### src/rtl/sos_cascade.sv
// sos_cascade: cascade of STAGES biquad sections sharing one time-multiplexed MAC,
// with double-buffered (shadow/active) runtime-loadable coefficients.
//
// Ports:
//   clk_i          system clock
//   rst_ni         asynchronous active-low reset
//   sample_trig_i  one-cycle pulse, audio_in_i valid
//   audio_in_i     signed input sample (K bits)
//   audio_out_o    filtered sample, held until the next result
//   filter_done_o  one-cycle pulse, audio_out_o updated
//   busy_o         sample in progress
//   overrun_o      sticky, trigger arrived while busy
//   coef_we_i      write coef_wdata_i into the shadow bank
//   coef_addr_i    {stage, idx}; idx 0..4 = b0,b1,b2,a1,a2, 5..7 ignored
//   coef_wdata_i   signed coefficient (CW bits, FRAC fraction bits)
//   coef_commit_i  copy shadow bank into active bank
module sos_cascade #(
    parameter int K      = 24,
    parameter int CW     = 16,
    parameter int FRAC   = 14,
    parameter int STAGES = 2,
    localparam int AW    = $clog2(STAGES) + 3
) (
    input  logic          clk_i,
    input  logic          rst_ni,
    input  logic          sample_trig_i,
    input  logic [K-1:0]  audio_in_i,
    output logic [K-1:0]  audio_out_o,
    output logic          filter_done_o,
    output logic          busy_o,
    output logic          overrun_o,
    input  logic          coef_we_i,
    input  logic [AW-1:0] coef_addr_i,
    input  logic [CW-1:0] coef_wdata_i,
    input  logic          coef_commit_i
);
    localparam int ACW = K + CW + 3;
    localparam int SW  = STAGES > 1 ? $clog2(STAGES) : 1;
    localparam logic signed [ACW-1:0] YMAX = ACW'((longint'(1) <<< (K - 1)) - 1);
    localparam logic signed [ACW-1:0] YMIN = -YMAX - 1;

    typedef enum logic [1:0] {IDLE, MAC, WB, DONE} state_t;

    state_t                 state_q;
    logic [SW-1:0]          stage_q;
    logic [2:0]             term_q;
    logic signed [ACW-1:0]  acc_q;
    logic signed [K-1:0]    x_q;
    logic signed [K-1:0]    x1_q [STAGES];
    logic signed [K-1:0]    x2_q [STAGES];
    logic signed [K-1:0]    y1_q [STAGES];
    logic signed [K-1:0]    y2_q [STAGES];
    logic signed [CW-1:0]   shadow_q [STAGES][5];
    logic signed [CW-1:0]   active_q [STAGES][5];
    logic                   pend_q;
    logic                   overrun_q;
    logic                   busy_q;
    logic                   done_q;
    logic signed [K-1:0]    out_q;

    logic signed [CW-1:0]   coef_d;
    logic signed [K-1:0]    op_d;
    logic signed [K+CW-1:0] prod_d;
    logic signed [ACW-1:0]  acc_d;
    logic signed [ACW-1:0]  rnd_d;
    logic signed [K-1:0]    y_d;
    logic [AW-1:0]          wr_stage_d;
    logic                   copy_d;

    always_comb begin
        coef_d     = active_q[stage_q][term_q];
        op_d       = term_q == 3'd0 ? x_q :
                     term_q == 3'd1 ? x1_q[stage_q] :
                     term_q == 3'd2 ? x2_q[stage_q] :
                     term_q == 3'd3 ? y1_q[stage_q] : y2_q[stage_q];
        prod_d     = (K+CW)'(coef_d) * (K+CW)'(op_d);
        // Feedback terms (a1, a2) are subtracted.
        acc_d      = term_q == 3'd0 ? ACW'(prod_d) :
                     term_q < 3'd3  ? acc_q + ACW'(prod_d) : acc_q - ACW'(prod_d);
        rnd_d      = (acc_q + ACW'(1 << (FRAC - 1))) >>> FRAC;
        y_d        = rnd_d > YMAX ? K'(YMAX) : rnd_d < YMIN ? K'(YMIN) : K'(rnd_d);
        wr_stage_d = coef_addr_i >> 3;
        // Commit copies immediately in IDLE; a commit seen while busy waits for the DONE->IDLE edge.
        copy_d     = (coef_commit_i && state_q == IDLE) ||
                     (state_q == DONE && (pend_q || coef_commit_i));
    end

    always_ff @(posedge clk_i or negedge rst_ni) begin
        if (!rst_ni) begin
            state_q   <= IDLE;
            stage_q   <= '0;
            term_q    <= '0;
            acc_q     <= '0;
            x_q       <= '0;
            pend_q    <= 1'b0;
            overrun_q <= 1'b0;
            busy_q    <= 1'b0;
            done_q    <= 1'b0;
            out_q     <= '0;
            for (int s = 0; s < STAGES; s++) begin
                x1_q[s] <= '0;
                x2_q[s] <= '0;
                y1_q[s] <= '0;
                y2_q[s] <= '0;
                for (int t = 0; t < 5; t++) begin
                    shadow_q[s][t] <= CW'(t == 0 ? 1 << FRAC : 0);
                    active_q[s][t] <= CW'(t == 0 ? 1 << FRAC : 0);
                end
            end
        end else begin
            for (int s = 0; s < STAGES; s++)
                for (int t = 0; t < 5; t++)
                    if (coef_we_i && wr_stage_d == AW'(s) && coef_addr_i[2:0] == 3'(t))
                        shadow_q[s][t] <= coef_wdata_i;
            if (copy_d)
                active_q <= shadow_q;
            pend_q <= (state_q == MAC || state_q == WB) && (pend_q || coef_commit_i);
            if (sample_trig_i && state_q != IDLE)
                overrun_q <= 1'b1;
            done_q <= 1'b0;
            case (state_q)
                IDLE: if (sample_trig_i) begin
                    x_q     <= audio_in_i;
                    stage_q <= '0;
                    term_q  <= '0;
                    busy_q  <= 1'b1;
                    state_q <= MAC;
                end
                MAC: begin
                    acc_q  <= acc_d;
                    term_q <= term_q + 3'd1;
                    if (term_q == 3'd4)
                        state_q <= WB;
                end
                WB: begin
                    x2_q[stage_q] <= x1_q[stage_q];
                    x1_q[stage_q] <= x_q;
                    y2_q[stage_q] <= y1_q[stage_q];
                    y1_q[stage_q] <= y_d;
                    x_q           <= y_d;
                    term_q        <= '0;
                    if (stage_q == SW'(STAGES - 1)) begin
                        out_q   <= y_d;
                        done_q  <= 1'b1;
                        state_q <= DONE;
                    end else begin
                        stage_q <= stage_q + 1'b1;
                        state_q <= MAC;
                    end
                end
                DONE: begin
                    busy_q  <= 1'b0;
                    state_q <= IDLE;
                end
                default: state_q <= IDLE;
            endcase
        end
    end

    assign audio_out_o   = out_q;
    assign filter_done_o = done_q;
    assign busy_o        = busy_q;
    assign overrun_o     = overrun_q;
endmodule

### config.mk
export PLATFORM = sky130hd
export DESIGN_NAME = sos_cascade
export DESIGN_NICKNAME = d
export VERILOG_FILES = /design/src/rtl/sos_cascade.sv
export SDC_FILE = /design/constraint.sdc
export NUM_CORES = 2
export LEC_CHECK = 0
export ABC_CLOCK_PERIOD_IN_PS = 21400
export BUFFER_PORTS_ARGS = -buffer_cell sky130_fd_sc_hd__buf_2
export CORE_UTILIZATION = 65
export CTS_CLUSTER_SIZE = 16
export DETAILED_ROUTE_END_ITERATION = 8
export GPL_TIMING_DRIVEN = 0
export PLACE_DENSITY = 0.79
export SLEW_MARGIN = 20
export SYNTH_ARGS = -nofsm -noshare
export SYNTH_HDL_FRONTEND = slang
export SYNTH_SLANG_ARGS = --single-unit
### constraint.sdc
create_clock -name clk_i -period 21.4 [get_ports clk_i]
set_input_delay 3.21 -clock clk_i [delete_from_list [all_inputs] [get_ports clk_i]]
set_output_delay 3.21 -clock clk_i [all_outputs]
set_load 0.005 [all_outputs]
==> qor.yml <==
drt_drc_violations_left: 0
first_iter_violations: 2783
yosys.area_share.adder: 0.214
critPathMaxStageDelay_ns: 0.85
cts.sinks: 589
r2r-start: "term_q[0]"
grt_pass1_vias: 33700
drv_cap: 0
synthSimpleGateAreaFrac: 0.0976
overflow: 0
hp-start: "overrun_o"
synthFlopType: "dfrtp_1"
cts_setup_buffers: 0
reg2reg_to: "acc_q[42]"
clock_skew_ns: 0.0605
min_period_over_period: 0.758
period_minus_slack_ns: 16.22
synth_top_family_by_area: "adder cells"
cts_resized: 0
ys_ff_latch: 589
via_per_inst: 6.29
place_area_um2: 45500
rsz0062_at_grt: "no"
max_freq_ghz: 0.0617
die_x_um: 262
worstSetupPathType: "flop to flop"
portBuffers: 58
drive_gt1_frac: 0.184
tightestPinTransition_ns: 1.25
synth_cells: 4162
yosysSeqAreaShare: 0.336
setup-tns-final_ns: 0
dr.pass1.iters: 6
io_pins: 76
syn2layout_area_growth_pct: 8.50
async_flop_share: 1.00
crit_path_start_kind: "flop"
die_area_um2: 68500
layout_setup_ws_ns: 5.18
crit_required_ns: 21.91
yosys.area_share.xor_xnor: 0.0254
syn_area_per_cell_um2: 10.5
final_common_cell: "dfrtp_1"
tritoncts: "built"
crit_arrival_ns: 16.73
timing.hold.ws_ns: 0.451
hold_violations: 0
syn-num-nets: 4737
hold_depth: 1
drt-wirelength-per-cell_um: 24.8
hold-path-endpoint: "overrun_o"
final_area_um2: 47600
min_path_type: "flop to flop"
yosys_warnings: 0
gp_congestion: 1.02
dp_hpwl_um: 98500
grt_pass1_wl_um: 199000
nets: 4870
initial_core_util: 0.662
antenna_found_initial: 4
clkTransAtPathRegs_ns: 0.07
final-setup-viol-count: 0
fp.dieH_um: 262
syn-cell-area_um2: 43900
slowest_stage: "buf_1"
synth_compound_area_frac: 0.0931
reg2regPathDepth: 49
synth-edff-count: 0
track_usage: 0.390
yosysUniqueCellTypes: 89
ant_nets: 0
final_cell_mix: "dfrtp_1, mux2_2, inv_1"
std_cell_rows: 94
htree_levels: 2
grt_max_degree: 105
r2r_slack_ns: 5.18
clk_latency_ns: 0.68
cts_buffers: 58
cts_root_buf: "clkbuf_16"
final_max_slew_viol_count: 0
synthMuxAreaShare: 0.167
relSlewSlack: 0.159
crit_fanout: 10
routed_wl_um: 129000
status: "finished clean"
via_count: 32800
coreArea_um2: 66200
postCtsHoldBufs: 0
cts_max_path_buffers: 3
place_ws_ns: 5.76
crit_path_end_kind: "flop"
crit_start: "term_q[0]"
[routing by layer]
| metal | track usage | vias up | wire length, um |
|---|---|---|---|
| met5 | 0 | - | 33 |
| met4 | 0.222 | 6 | 8340 |
| met3 | 0.0831 | 419 | 11300 |
| met2 | 0.618 | 1581 | 60100 |
| met1 | 0.502 | 16500 | 49500 |
| li1 | - | 14200 | - |
[registers in the layout, indices dropped and copies added, names as in the netlist]
register,cells
active_q,160
shadow_q,160
x1_q,48
x2_q,48
y1_q,48
y2_q,48
acc_q,43
x_q,24
term_q,3
state_q,2
busy_o,1
filter_done_o,1
overrun_o,1
pend_q,1
stage_q,1
[metrics by stage]
stage | util | cells
2_1_floorplan | - | 4162
3_3_place_gp | 0.683 | 5084
3_5_place_dp | 0.687 | 5097
4_1_cts | 0.718 | 5206
5_1_grt | 0.718 | 5209
6_report | 0.719 | 5210
[layout make-up]
type | count | area (um2)
multi-input cells | 2830 | 26300
fillers | 4673 | 18600
flip-flops and latches | 589 | 14700
inverters | 480 | 1800
clock buffers | 78 | 1640
plain buffers | 263 | 1100
well taps | 864 | 1080
repair buffers | 73 | 529
clock inverters | 31 | 425
diodes | 2 | 5.00
[critical path, delay by kind of cell, from the launching register on]
kind / cells / cell delay (ns)
muxes: 1 / 0.24
adders and majority gates: 9 / 4.19
DFF: 1 / 0.41
and+or+nand+nor: 11 / 2.81
xor gates and xnor gates: 1 / 0.15
AOI/OAI and AO/OA: 14 / 3.88
buffers and inverters: 13 / 4.34
[cells in the mapped netlist, drive strengths merged (7+ instances only)]
| master | instances | area (um2) |
|---|---|---|
| a221oi | 10 | 93.8 |
| mux2 | 492 | 5540 |
| and3 | 15 | 93.8 |
| nor4 | 8 | 50.1 |
| o21ai | 150 | 751 |
| dfrtp | 585 | 14600 |
| o21a | 36 | 270 |
| clkbuf | 189 | 709 |
| a211oi | 63 | 473 |
| nor2b | 35 | 226 |
| fa | 375 | 7510 |
| a31o | 7 | 61.3 |
| a211o | 7 | 61.3 |
| a21oi | 159 | 800 |
| o22ai | 7 | 43.8 |
| mux2i | 60 | 601 |
| and2 | 42 | 263 |
| inv | 478 | 1790 |
| and4 | 10 | 87.6 |
| xnor2 | 74 | 648 |
| or3 | 11 | 68.8 |
| nand4 | 18 | 119 |
| nor2 | 260 | 976 |
| o211ai | 13 | 97.6 |
| o31ai | 10 | 88.8 |
| a31oi | 38 | 238 |
| a21o | 66 | 495 |
| nand2b | 41 | 257 |
| nand3 | 46 | 230 |
| or2 | 10 | 62.6 |
| a21boi | 7 | 52.6 |
| nor3 | 44 | 220 |
| nand2 | 374 | 1400 |
| a22oi | 11 | 82.6 |
| xor2 | 53 | 464 |
| o21bai | 9 | 67.6 |
| buf | 74 | 392 |
| ha | 151 | 1890 |
| mux4 | 53 | 1190 |
[worst max-delay path by stage]
stage	endpoint	slack (ns)	cells after the start
4_1_cts	acc_q[42]	5.56	49
3_5_place_dp	acc_q[42]	5.76	49
5_1_grt	acc_q[42]	4.73	51
6_report	acc_q[42]	5.18	49
2_1_floorplan	acc_q[42]	9.47	47
3_3_place_gp	acc_q[2]	5.11	1
[cells by family after synthesis]
family,after synthesis
buffers and inverters,743
muxes,605
adders and majority gates,526
xor gates and xnor gates,127
and+or+nand+nor,937
DFF,589
AOI/OAI and AO/OA,635
Power is left out: the tool's default activity adds up to more than one toggle a clock period on the data nets, which glitch-free logic cannot reach.
